==> src/rtl/meta_info_streamer.sv <==
// meta_info_streamer: walks the metadata ROM and streams every project
// string over an 8N1 UART, one newline-terminated line per project.
module meta_info_streamer #(
    parameter int CLKS_PER_BIT  = 347,
    parameter int SETTLE_CYCLES = 6,
    parameter int NUM_PROJ      = 64,
    parameter int MAX_CHARS     = 64
) (
    input  logic        clock,
    input  logic        reset_n,
    input  logic        start,
    output logic [11:0] rom_addr,
    input  logic [7:0]  rom_data,
    output logic        uart_tx,
    output logic        busy,
    output logic        done
);

    localparam logic [1:0] S_IDLE   = 2'd0;
    localparam logic [1:0] S_SETTLE = 2'd1;
    localparam logic [1:0] S_TX     = 2'd2;
    localparam logic [1:0] S_NEXT   = 2'd3;

    localparam int BW = $clog2(CLKS_PER_BIT);
    localparam int SW = $clog2(SETTLE_CYCLES + 1);

    localparam logic [BW-1:0] BAUD_LAST   = BW'(CLKS_PER_BIT - 1);
    localparam logic [SW-1:0] SETTLE_LAST = SW'(SETTLE_CYCLES - 1);
    localparam logic [5:0]    PROJ_LAST   = 6'(NUM_PROJ - 1);
    localparam logic [5:0]    CHR_LAST    = 6'(MAX_CHARS - 1);

    logic [1:0]    state_q, state_d;
    logic [5:0]    proj_q, proj_d;
    logic [5:0]    chr_q, chr_d;
    logic [SW-1:0] settle_q, settle_d;
    logic [BW-1:0] baud_q, baud_d;
    logic [3:0]    bit_q, bit_d;
    logic [7:0]    byte_q, byte_d;
    logic          eol_q, eol_d;
    logic          tx_q, tx_d;

    assign rom_addr = {proj_q, chr_q};
    assign uart_tx  = tx_q;
    assign busy     = (state_q != S_IDLE);
    // Combinational so it overlaps the last busy cycle exactly once.
    assign done     = (state_q == S_NEXT) && eol_q && (proj_q == PROJ_LAST);

    // Next-state logic: ROM walk sequencing and UART bit serialisation.
    always_comb begin
        state_d  = state_q;
        proj_d   = proj_q;
        chr_d    = chr_q;
        settle_d = settle_q;
        baud_d   = baud_q;
        bit_d    = bit_q;
        byte_d   = byte_q;
        eol_d    = eol_q;
        tx_d     = tx_q;
        unique case (state_q)
            S_IDLE: begin
                tx_d = 1'b1;
                if (start) begin
                    proj_d   = '0;
                    chr_d    = '0;
                    settle_d = '0;
                    state_d  = S_SETTLE;
                end
            end
            S_SETTLE: begin
                if (settle_q == SETTLE_LAST) begin
                    // NUL terminator turns into the line's newline.
                    byte_d  = (rom_data != 8'h00) ? rom_data : 8'h0A;
                    eol_d   = (rom_data == 8'h00);
                    baud_d  = '0;
                    bit_d   = '0;
                    tx_d    = 1'b0;
                    state_d = S_TX;
                end else begin
                    settle_d = settle_q + SW'(1);
                end
            end
            S_TX: begin
                if (baud_q == BAUD_LAST) begin
                    baud_d = '0;
                    if (bit_q == 4'd9) begin
                        state_d = S_NEXT;
                    end else begin
                        bit_d = bit_q + 4'd1;
                        // Bit k+1 of the frame carries data bit k.
                        tx_d  = (bit_q == 4'd8) ? 1'b1 : byte_q[bit_q[2:0]];
                    end
                end else begin
                    baud_d = baud_q + BW'(1);
                end
            end
            S_NEXT: begin
                if (eol_q) begin
                    if (proj_q == PROJ_LAST) begin
                        state_d = S_IDLE;
                    end else begin
                        proj_d   = proj_q + 6'd1;
                        chr_d    = '0;
                        settle_d = '0;
                        state_d  = S_SETTLE;
                    end
                end else if (chr_q == CHR_LAST) begin
                    // Truncated string: newline without a ROM read.
                    byte_d  = 8'h0A;
                    eol_d   = 1'b1;
                    baud_d  = '0;
                    bit_d   = '0;
                    tx_d    = 1'b0;
                    state_d = S_TX;
                end else begin
                    chr_d    = chr_q + 6'd1;
                    settle_d = '0;
                    state_d  = S_SETTLE;
                end
            end
            default: state_d = S_IDLE;
        endcase
    end

    // State registers with synchronous active-low reset.
    always_ff @(posedge clock) begin
        if (!reset_n) begin
            state_q  <= S_IDLE;
            proj_q   <= '0;
            chr_q    <= '0;
            settle_q <= '0;
            baud_q   <= '0;
            bit_q    <= '0;
            byte_q   <= '0;
            eol_q    <= 1'b0;
            tx_q     <= 1'b1;
        end else begin
            state_q  <= state_d;
            proj_q   <= proj_d;
            chr_q    <= chr_d;
            settle_q <= settle_d;
            baud_q   <= baud_d;
            bit_q    <= bit_d;
            byte_q   <= byte_d;
            eol_q    <= eol_d;
            tx_q     <= tx_d;
        end
    end

endmodule

==> config.mk <==
export PLATFORM = sky130hd
export DESIGN_NAME = meta_info_streamer
export DESIGN_NICKNAME = d
export VERILOG_FILES = /design/src/rtl/meta_info_streamer.sv
export SDC_FILE = /design/constraint.sdc
export NUM_CORES = 1
export LEC_CHECK = 0
export CAP_MARGIN = 20
export CORE_MARGIN = 2
export CORE_UTILIZATION = 53
export CTS_CLUSTER_DIAMETER = 100
export DETAILED_ROUTE_END_ITERATION = 10
export PLACE_DENSITY_LB_ADDON = 0.15
export SKIP_LAST_GASP = 1
export SLEW_MARGIN = 40
export SYNTH_ARGS = -nofsm -noshare
export SYNTH_HDL_FRONTEND = slang
export SYNTH_SLANG_ARGS = --single-unit
==> constraint.sdc <==
create_clock -name clock -period 3.1 [get_ports clock]
set_input_delay 0.93 -clock clock [delete_from_list [all_inputs] [get_ports clock]]
set_output_delay 0.93 -clock clock [all_outputs]
set_load 0.01 [all_outputs]
==> impl_summary.txt <==
----------------------------------------------------
[Synth]
  Count of state elements after synthesis ... 40
  Count of cell types in the netlist ... 46
  Primary flip-flop cell chosen by synthesis mapping ... dfxtp_1
  Post-Syn Area ... 2270 um^2
  Count of flip-flops with a built-in enable after synthesis ... 0
  Syn Inst Count ... 264
  Sequential area share after synthesis ... 0.353
  Mean area per synthesized cell ... 8.58 um^2
  Fraction of registers with async set or reset after synthesis ... 0
  Post-Synthesis Net Count ... 289
  Top-area cell type share of the netlist area ... 0.353
  Yosys warns ... 0
  Leading area contributor after synthesis ... dfxtp_1
  Cell types with the largest area share after synthesis ... dfxtp_1 (35%), ha_1 (7.7%), nor2_1 (4.3%)

[Global route]
  GR Overflow Total ... 0
  Number of antenna violations at the first check in global routing ... 0
  All-Layer GR Usage ... 0.218
  Vias in the first global route ... 1,866
  Largest net degree at the start of global routing ... 18
  Global-route wire length before repair ... 8640 um

[Layout]
  Area growth syn-to-layout ... 17.7%
  Area of the multi-input gates ... 1390 um^2
  Sequential cell area ... 801 um^2
  Fraction of final layout cells sized beyond drive strength 1 ... 0.0717
  Final-stage net count ... 317
  Final Non-Filler Cells ... 343
  Number of fillers in the final layout ... 353
  Final antenna diode count ... 0

[Setup path]
  Family with the most delay on the worst path ... buffers and inverters
  Biggest cell delay along the critical path ... 550 ps
  Startpoint type of the worst setup path ... flip-flop
  CP max FO ... 4
  Worst path required time ... 2170 ps
  Kind of end point of the critical path ... primary output
  CP Class ... reg2out
  Cell chain of the critical path ... ha_1 -> and3_1 -> nand3_1 -> nor2_1 -> clkdlybuf4s50_1
  Reg2Reg Setup Slack ... 840 ps
  Cell at the slowest stage of the critical path ... clkdlybuf4s50_1
  Worst Path Buf+Inv ... 1
  Crit path DAT ... 1890 ps

[Run]
  Reported max-cap violation count ... 0

[Timing]
  Final-report hold violation count ... 0
  Tightest Pin Transition ... 629 ps
  Final setup violating endpoints ... 0
  Final clock skew ... 8.25 ps
  Slew Viols, Final ... 0
  Final TNS setup ... 0 ps
  Max Freq ... 355 MHz
  Post-layout min period ... 2820 ps
  Final setup margin ... 280 ps
  Relative slew slack ... 0.577
  Final period utilization ... 0.910
  Setup repair after global routing missed its margin ... false

[CTS]
  CTS Buffer Depth ... 2
  # hold bufs at CTS ... 0
  Clock Pin Slew Worst Setup and Hold Paths ... 70 ps
  CTS Sinks ... 40
  Number of levels in the clock H-tree ... 2
  Clock tree root buffer cell ... clkbuf_8
  Clock buffers created by TritonCTS ... 5
  Later-pin clock latency in the skew report ... 300 ps
  Number of buffers inserted by post-CTS setup repair ... 0
  CTS tree ... done
  Total of cells resized after clock tree synthesis ... 0

[Placement]
  Post-placement worst setup slack ... 563 ps
  Buffers added on ports ... 25
  Final RePlAce weighted congestion ... 0.804
  Placed wire-length estimate after detailed placement ... 3710 um
  Placed Cells incl. Taps ... 335

[Route]
  Detailed router's first-iteration violation count ... 115
  Via count ... 2,064
  Detailed-router iteration count before antenna repair ... 4
  Number of nets still failing antenna checks after routing ... 0
  Routed wire per std cell ... 14.9 um
  Post-Route WL ... 5130 um
  Remaining DRCs ... 0
  Via density ... 6.02

[Floorplanning]
  Full die area ... 4810 um^2
  Starting Density ... 0.558
  Number of rows created at floorplan ... 23
  Width of the chip ... 69.4 um
  Total I/O pin count ... 26
  Vert. Die Dim ... 69.4 um
  Floorplan Core Area ... 4060 um^2

[Min path]
  Min-delay worst type ... reg2reg

[Pwr]
  Power per standard cell area ... 597 nW/um^2
  Max IR drop VDD ... 0.349 mV
  Lkg Pwr ... 1.00 nW

[Run status]
  Result of the run ... completed

----------------------------------------------------
==> sequential cells by signal (all words and copies together), names as in the netlist <==
name	flops
bit_q	4
baud_q	9
settle_q	3
eol_q	1
uart_tx	1
chr_q	6
byte_q	8
proj_q	6
state_q	2
==> worst min-delay path, stage by stage, from the launching register on <==
cell	delay (ps)
dfxtp_1	330
nand2_1	60
mux2i_1	60
==> power by group <==
group          switching [mW]  internal (mW)  leakage [nW]  total [mW]
logic                   0.371          0.255         0.628       0.626
clock network           0.190          0.178        0.0510       0.367
registers              0.0465          0.552         0.323       0.599
==> cells in the mapped netlist, types with 4 or more instances <==
cell type	instances
a21oi_1	12
a22oi_1	7
and3_1	10
clkbuf_1	6
dfxtp_1	40
ha_1	14
inv_1	14
mux2i_1	6
nand2_1	20
nand3_1	10
nand4_1	6
nor2_1	26
nor3_1	6
o21ai_0	15
o31ai_1	4
or3_1	8
or4_1	4
xor2_1	8
==> cell families (layout without fill, tap and decap cells) <==
| kind of cell | after synthesis | in the layout | share of synthesized area |
|---|---|---|---|
| fa+ha+maj | 14 | 14 | 0.0773 |
| flops | 40 | 40 | 0.353 |
| xor+xnor | 8 | 8 | 0.0309 |
| mux | 8 | 8 | 0.0464 |
| simple gates | 111 | 111 | 0.273 |
| buf+inv | 21 | 50 | 0.0353 |
| compound gates | 62 | 62 | 0.183 |
==> area by class of cell <==
cell class,instances,area share
clock inverter,2,0.00375
tap,50,0.0235
inverter,14,0.0197
multi-input combinational,203,0.519
sequential,40,0.300
clock buffer,6,0.0310
timing repair buffer,28,0.102
==> per-stage QoR <==
stage                      util  cell area (um^2)  total power, mW  hold WS (ps)
after detailed placement  0.634              2570             1.23           477
after floorplan               -              2270             1.05           451
final                     0.657              2670             1.59           488
after CTS                 0.657              2670             1.59           489
after global routing      0.657              2670             1.69           518
after global placement    0.634              2570             1.22           469
==> per-layer routing <==
metal	global-route usage	vias up	part of all wire	wire (um)
li1	-	1030	-	-
met1	0.295	966	0.48	2450
met2	0.343	59	0.46	2340
met3	0.0465	9	0.052	266
met4	0.0784	0	0.014	74
met5	0	-	0	0
==> cell usage in the layout (no fill, tap or decap), types with 4 or more instances in the layout <==
master and count:
dfxtp_1 40, nor2_1 26, clkdlybuf4s50_1 25, nand2_1 20, o21ai_0 15, inv_1 14
ha_1 14, a21oi_1 12, and3_1 10, nand3_1 10, or3_1 8, xor2_1 8
a22oi_1 7, nand4_1 6, mux2i_1 6, nor3_1 6, clkbuf_8 6, o31ai_1 4
or4_1 4
==> worst paths after layout <==
path	from	to	cells after the start
worst min-delay path	settle_q[1]$_SDFFE_PN0P_	settle_q[1]$_SDFFE_PN0P_	2
worst max register to register	state_q[0]$_SDFFE_PN0P_	byte_q[1]$_SDFFE_PN0P_	7
worst max-delay path	proj_q[0]$_SDFFE_PN0P_	done	5
worst min register to register	settle_q[1]$_SDFFE_PN0P_	settle_q[1]$_SDFFE_PN0P_	2
Power figures use the tool's default switching activity.
